===== config.mk =====
export PLATFORM = sky130hd
export DESIGN_NAME = fft_sample_loader
export DESIGN_NICKNAME = d
export VERILOG_FILES = /design/src/rtl/fft_pkg.sv /design/src/rtl/fft_bank_ram.sv /design/src/rtl/fft_sample_loader.sv
export SDC_FILE = /design/constraint.sdc
export NUM_CORES = 1
export LEC_CHECK = 0
export BUFFER_PORTS_ARGS = -buffer_cell sky130_fd_sc_hd__buf_2
export CAP_MARGIN = 20
export CORE_MARGIN = 2
export CORE_UTILIZATION = 55
export DETAILED_ROUTE_END_ITERATION = 8
export PLACE_DENSITY = 0.75
export SLEW_MARGIN = 15
export SYNTH_ARGS = -nofsm -noshare
export SYNTH_HDL_FRONTEND = slang
export SYNTH_SLANG_ARGS = --single-unit

===== constraint.sdc =====
create_clock -name clk -period 2.25 [get_ports clk]
set_input_delay 0 -clock clk [delete_from_list [all_inputs] [get_ports clk]]
set_output_delay 0 -clock clk [all_outputs]
set_load 0.05 [all_outputs]

===== src/rtl/fft_pkg.sv =====
// Shared FFT datapath types and constants.
// Used by the sample loader and the butterfly unit.
package fft_pkg;

    localparam int FFT_N     = 16;
    localparam int FFT_LOG2N = 4;
    localparam int DATA_W    = 24;
    localparam int GUARD     = 6;

    localparam logic [DATA_W-1:0] TW_ONE = 24'h7fffff;

    typedef struct packed {
        logic signed [DATA_W-1:0] re;
        logic signed [DATA_W-1:0] im;
    } complex_t;

    typedef enum logic {
        ST_FILL,
        ST_HOLD
    } ld_state_t;

    function automatic logic [FFT_LOG2N-1:0] bitrev(
        input logic [FFT_LOG2N-1:0] a
    );
        logic [FFT_LOG2N-1:0] r;
        for (int i = 0; i < FFT_LOG2N; i++) begin
            r[i] = a[FFT_LOG2N-1-i];
        end
        return r;
    endfunction

endpackage


===== src/rtl/fft_bank_ram.sv =====
// Ping-pong frame buffer: 2N complex words, one write and one read port.
// Address MSB selects the bank; read data is registered.
module fft_bank_ram
    import fft_pkg::*;
(
    input  logic                 clk,
    input  logic                 reset,
    input  logic                 wr_en,
    input  logic [FFT_LOG2N:0]   wr_addr,
    input  complex_t             wr_data,
    input  logic [FFT_LOG2N:0]   rd_addr,
    output complex_t             rd_data
);

    complex_t mem [2*FFT_N];

    always_ff @(posedge clk) begin
        if (wr_en) begin
            mem[wr_addr] <= wr_data;
        end
    end

    always_ff @(posedge clk) begin
        if (reset) begin
            rd_data <= '0;
        end else begin
            rd_data <= mem[rd_addr];
        end
    end

endmodule


===== src/rtl/fft_sample_loader.sv =====
// FFT input stage: scales audio samples and stores each frame
// bit-reversed into a ping-pong buffer for the FFT engine.
module fft_sample_loader
    import fft_pkg::*;
(
    input  logic                  clk,
    input  logic                  reset,
    input  logic [DATA_W-1:0]     sample_in,
    input  logic                  sample_valid,
    output logic                  sample_ready,
    output logic                  overrun,
    output logic                  frame_valid,
    input  logic                  frame_done,
    input  logic [FFT_LOG2N-1:0]  rd_addr,
    output logic [2*DATA_W-1:0]   rd_data
);

    ld_state_t             state, state_nxt;
    logic [FFT_LOG2N-1:0]  wr_cnt, wr_cnt_nxt;
    logic                  bank, bank_nxt;
    logic                  fv_nxt;
    logic                  accept;
    logic                  last;
    logic                  rd_free;
    logic signed [DATA_W-1:0] scaled;
    complex_t              wr_word;
    complex_t              rd_word;

    assign sample_ready = (state == ST_FILL);
    assign accept       = sample_valid && sample_ready;
    assign last         = (wr_cnt == FFT_LOG2N'(FFT_N - 1));
    assign rd_free      = !frame_valid || frame_done;

    assign scaled  = $signed(sample_in) >>> GUARD;
    assign wr_word = '{re: scaled, im: '0};

    always_comb begin
        state_nxt  = state;
        wr_cnt_nxt = wr_cnt;
        bank_nxt   = bank;
        fv_nxt     = frame_valid;
        // Released read bank empties unless a new frame swaps in below
        if (frame_done) begin
            fv_nxt = 1'b0;
        end
        unique case (state)
            ST_FILL: begin
                if (accept) begin
                    if (!last) begin
                        wr_cnt_nxt = wr_cnt + 1'b1;
                    end else if (rd_free) begin
                        bank_nxt   = ~bank;
                        wr_cnt_nxt = '0;
                        fv_nxt     = 1'b1;
                    end else begin
                        state_nxt = ST_HOLD;
                    end
                end
            end
            ST_HOLD: begin
                if (frame_done) begin
                    bank_nxt   = ~bank;
                    wr_cnt_nxt = '0;
                    fv_nxt     = 1'b1;
                    state_nxt  = ST_FILL;
                end
            end
        endcase
    end

    always_ff @(posedge clk) begin
        if (reset) begin
            state       <= ST_FILL;
            wr_cnt      <= '0;
            bank        <= 1'b0;
            frame_valid <= 1'b0;
            overrun     <= 1'b0;
        end else begin
            state       <= state_nxt;
            wr_cnt      <= wr_cnt_nxt;
            bank        <= bank_nxt;
            frame_valid <= fv_nxt;
            if (sample_valid && !sample_ready) begin
                overrun <= 1'b1;
            end
        end
    end

    fft_bank_ram u_ram (
        .clk     (clk),
        .reset   (reset),
        .wr_en   (accept),
        .wr_addr ({bank, bitrev(wr_cnt)}),
        .wr_data (wr_word),
        .rd_addr ({~bank, rd_addr}),
        .rd_data (rd_word)
    );

    assign rd_data = rd_word;

endmodule


# == Word-level counts from Yosys, hierarchy flattened ==
# Memory sizes are Yosys's and may differ from the RTL's. A register that Yosys moved wholly into a read port is not among the register bits.
# Cells that the tools add are included.
# word_totals
regBits,32
ram_bits,768
word_cells,45
n_memories,1
# mem_list
name,depth,width,rd,rd_ports_with_merged_regs,wr,line_no,source
u_ram.mem,32,24,1,1,1,fft_bank_ram.sv:15,complex_t mem [2*FFT_N];
# classes
addsub,1
n_eq_ne,6
n_mux,23
bitwise,2
reduce_logical,6
# op_table
cell,count
$mux 4,4
$mux 1,15
$pmux 4 s2,1
$ne 2x1->1 const B,3
$pmux 1 s2,3
$add 4x1->4 const B,1
$eq 4x4->1 const B,1
$reduce_and 4->1,1
$ne 3x2->1 const B,1
$reduce_and 3->1,1
$logic_and 1x1->1,2
$ne 2x2->1 const B,1
$not 1->1,2
$logic_not 1->1,1
$logic_or 1x1->1,1

# == Depth between registers and ports, before layout ==
# logic_depth
ltp_word,6
mapped_depth,8
depth_no_buf,5

# == Cells and area by module ==
# Synthesis repeated with hierarchy kept, for this count alone.
# unflattened
hier_cells,2621
area_unflattened_um2,60123.9
# by_module_without_submodules
module,n_inst,cells_per_inst,area_per_inst_um2
fft_bank_ram,1,2571,59699.8
fft_sample_loader,1,50,424.2

# == Least setup slack after synthesis ==
# Ideal clock, no wire load.
# synth_path
path_type,flip-flop to flip-flop
start,register state
end,memory u_ram.mem[28][0] (netlist name) (enable)
setup_time_ns,0.393
arrival_time_ns,1.964
setup_slack_ns,-0.107
stages_incl_launch_ff,6
path_buffers,2
synth_period_minus_slack_ns,2.357
path_cell_list,dfxtp_1 nor2b_1 clkbuf_1 or3b_1 clkbuf_1 nor2_1
# synth_between
elab_chain_len,4
# synth_rtl
element,line_no,source
from (decl),fft_sample_loader.sv:18,"ld_state_t state, state_nxt;"
from (signal assigned),fft_sample_loader.sv:79,state <= state_nxt;
$not 1->1,--,
$logic_and 1x1->1,fft_sample_loader.sv:30,assign accept = sample_valid && sample_ready;
$mux 1,fft_bank_ram.sv:18,if (wr_en) begin
$mux 1 (implied by the code),fft_bank_ram.sv:19,mem[wr_addr] <= wr_data;
to (decl),fft_bank_ram.sv:15,
# No other way between the ends.

# == Worst setup path after layout ==
# layout_path
start,register state
end,memory u_ram.mem[24][5] (netlist name) (enable)
# The elaborated chain is that of the path after synthesis.

==> results.txt <==
H-tree levels - 2
Area Growth Syn to Fin - 14.3%
# clock sinks - 602
final non-filler cell total - 1797
cell area after synthesis - 23200 sq um
GR met3 Demand/Resource - 4.31%
number of global-route vias before repair - 11500
Post-Route WL - 49700 microns
number of buffers created by CTS - 57
number of antenna violations at the first check in global routing - 0
commonest cells after routing, fill and taps aside - sky130_fd_sc_hd__edfxtp_1, sky130_fd_sc_hd__mux4_2, sky130_fd_sc_hd__mux2i_1
detailed-route vias per instance - 6.32
Initial Util - 55.5%
area taken by multi-input logic gates - 4900 sq um
leakage power figure - 8.71 nW
final worst path period share - 82.9%
arrival time worst endpoint - 2.18 ns
global-route track usage on met2 - 36.9%
status - completed
CP startpoint kind - flip-flop
top-level I/O count - 83
post-placement setup slack - 0.335 ns
unrepaired setup endpoints after global routing - false
count of port buffers added during placement - 52
measured slew at the worst slew-check pin - 0.705 ns
Inserted Diodes - 0
TritonCTS clock tree - done
commonest non-fill, non-tap cell in the layout - sky130_fd_sc_hd__edfxtp_1
Min-Delay Path Depth - 4
sequential share of the synthesized area - 76.7%
Cell Rows - 75
wire length of the first global-routing pass - 73600 microns
setup bufs post-CTS - 0
via count of the routed design - 11400
clock transition at the register clock pins on the worst setup and hold paths after CTS - 0.06 ns
clock root buffer - sky130_fd_sc_hd__clkbuf_16
All-Layer GR Usage - 23.2%
Final Core Density - 63.4%
core footprint - 41900 sq um
number of violations reported at the end of detailed-routing iteration 0 - 1323
Placer Congestion - 0.774
pin count of the biggest net entering global routing - 46
first drt pass iteration count - 5
final setup margin - 0.384 ns
number of warning messages in the yosys log - 0
met1 routing resource usage after global routing - 33.0%
worst-case headroom to the max-slew limit - 53.0%
crit path max fanout - 8
Die H - 210 microns
hold crit path type - in2reg
hpwl dp - 29400 microns
Final Hold Vio Count - 0
number of instances in the synthesized netlist - 1070
Skew-Pair Late Insertion Delay - 0.62 ns
top cells by area in the synthesized netlist - sky130_fd_sc_hd__edfxtp_1, sky130_fd_sc_hd__mux4_2, sky130_fd_sc_hd__mux2i_1
final net count - 1250
count of maximum capacitance violations - 0
worst vdd ir - 610 uV
count of instances resized after the clock tree is built - 0
area leader, netlist - sky130_fd_sc_hd__edfxtp_1
Req. time, crit path - 2.56 ns
Die Area - 43900 sq um
Post-Synthesis Mean Instance Area - 21.7 sq um
sequential standard cell area - 17800 sq um
quantity of hold-fixing buffers added after cts - 23
clock tree skew after final layout - 0.0150 ns
Achievable Freq - 536 MHz
Die X - 210 microns
synth unique cells - 41
fin crit period - 1.87 ns
busiest layer in global routing - met2
depth of the worst register-to-register path - 5
Filler Cells Inserted - 2710
dpl cells - 1674
number of synthesized register bits - 602
type of the worst setup path - reg2reg
PD cells - 868 nW/um^2
top cell type's share of synthesized area - 74.5%
total overflow reported by the global router - 0
wire length per cell after detailed routing - 27.7 microns
crit end category - flip-flop
number of buffers on the longest clock path - 3
final slew viol count - 0
remaining routing DRC violations - 0
ANT nets after route - 0
final setup violating endpoints - 0
share of final-layout standard cells stronger than drive strength 1 - 29.1%
## stage by stage
stage / setup TNS [ns] / hold WS (ns) / power [mW] / cell area (sq um)
2_1_floorplan: -15.22 / 0.0989 / 13.5 / 23300
3_3_place_gp: 0 / 0.275 / 13.9 / 24500
3_5_place_dp: 0 / 0.282 / 13.9 / 24500
4_1_cts: 0 / 0.141 / 23.2 / 26600
5_1_grt: 0 / 0.166 / 23.6 / 26600
6_report: 0 / 0.175 / 23.0 / 26600
## registers in the layout, summed over array words and instances (netlist names)
name           count
frame_valid        1
state              1
overrun            1
wr_cnt             4
u_ram.mem        576
bank               1
u_ram.rd_data     18
## area by class of cell
cell class	instances	area share, %
sequential	602	67.1
multi-input combinational	401	18.4
timing repair buffer	153	5.10
inverter	2	0.0283
tap	539	2.54
clock buffer	75	5.74
clock inverter	25	1.04
## worst max-delay path, cell delays in order (launching register included)
cell	delay (ns)
sky130_fd_sc_hd__dfxtp_1	0.37
sky130_fd_sc_hd__nor2b_1	0.16
sky130_fd_sc_hd__or3b_1	0.37
sky130_fd_sc_hd__buf_4	0.21
sky130_fd_sc_hd__nor2_2	0.21
sky130_fd_sc_hd__buf_4	0.24
## cell usage after synthesis
master,instances
sky130_fd_sc_hd__edfxtp_1,576
sky130_fd_sc_hd__mux4_2,120
sky130_fd_sc_hd__mux2i_1,73
sky130_fd_sc_hd__buf_4,38
sky130_fd_sc_hd__nor2_1,38
sky130_fd_sc_hd__dfxtp_1,26
sky130_fd_sc_hd__a22oi_1,19
sky130_fd_sc_hd__clkbuf_1,19
sky130_fd_sc_hd__a221o_1,18
sky130_fd_sc_hd__a31oi_1,18
sky130_fd_sc_hd__a221oi_1,14
sky130_fd_sc_hd__nand2_1,12
sky130_fd_sc_hd__o21ai_0,12
sky130_fd_sc_hd__buf_2,11
sky130_fd_sc_hd__buf_6,10
sky130_fd_sc_hd__a21oi_1,6
sky130_fd_sc_hd__mux4_1,6
sky130_fd_sc_hd__nand3b_1,6
sky130_fd_sc_hd__o2111ai_1,5
sky130_fd_sc_hd__buf_12,4
sky130_fd_sc_hd__buf_8,4
sky130_fd_sc_hd__nand3_1,4
sky130_fd_sc_hd__nor2b_1,4
sky130_fd_sc_hd__o21ai_1,3
sky130_fd_sc_hd__and2_1,2
sky130_fd_sc_hd__buf_1,2
sky130_fd_sc_hd__nand2b_1,2
sky130_fd_sc_hd__nor3_1,2
sky130_fd_sc_hd__or3_1,2
sky130_fd_sc_hd__or3b_2,2
sky130_fd_sc_hd__xnor2_1,2
sky130_fd_sc_hd__a211oi_1,1
sky130_fd_sc_hd__a21bo_2,1
sky130_fd_sc_hd__and3_1,1
sky130_fd_sc_hd__conb_1,1
sky130_fd_sc_hd__ha_1,1
sky130_fd_sc_hd__inv_1,1
sky130_fd_sc_hd__inv_2,1
sky130_fd_sc_hd__nor2_4,1
sky130_fd_sc_hd__nor2b_4,1
sky130_fd_sc_hd__or3b_1,1
## worst paths after layout
| kind | slack [ns] | start | to |
|---|---|---|---|
| setup reg to reg | 0.38 | state$_SDFF_PP0_ | u_ram.mem[24][5]$_DFFE_PP_ |
| hold / removal | 0.18 | rd_addr[2] | u_ram.rd_data[35]$_SDFF_PP0_ |
| hold reg to reg | 0.49 | frame_valid$_SDFF_PP0_ | frame_valid$_SDFF_PP0_ |
| setup / recovery | 0.38 | state$_SDFF_PP0_ | u_ram.mem[24][5]$_DFFE_PP_ |
## metal layers
| metal | routed length [microns] | share of wire (%) | up-vias |
|---|---|---|---|
| met5 | 0 | 0 | - |
| met4 | 1450 | 2.9 | 0 |
| met3 | 4250 | 8.5 | 81 |
| met2 | 24100 | 48 | 604 |
| met1 | 20000 | 40 | 5946 |
| li1 | - | - | 4730 |
## where the power goes
| part | switching, mW | leakage [nW] | internal [mW] |
|---|---|---|---|
| registers | 0.0384 | 5.40 | 12.4 |
| clock network | 3.99 | 0.873 | 5.32 |
| logic | 0.881 | 2.43 | 0.453 |
| total | 4.91 | 8.71 | 18.1 |
## kinds of logic (layout without fill, tap and decap cells)
| group | after synthesis | after routing | synth area share [%] |
|---|---|---|---|
| DFF | 602 | 602 | 76.7 |
| other | 1 | 24 | 0.0161 |
| xor gates and xnor gates | 2 | 2 | 0.0754 |
| AOI/OAI and AO/OA | 97 | 97 | 3.12 |
| and+or+nand+nor | 78 | 78 | 1.65 |
| adders and majority gates | 1 | 1 | 0.0539 |
| muxes | 199 | 199 | 15.5 |
| buffers and inverters | 90 | 255 | 2.92 |
Power figures use the tool's default switching activity.
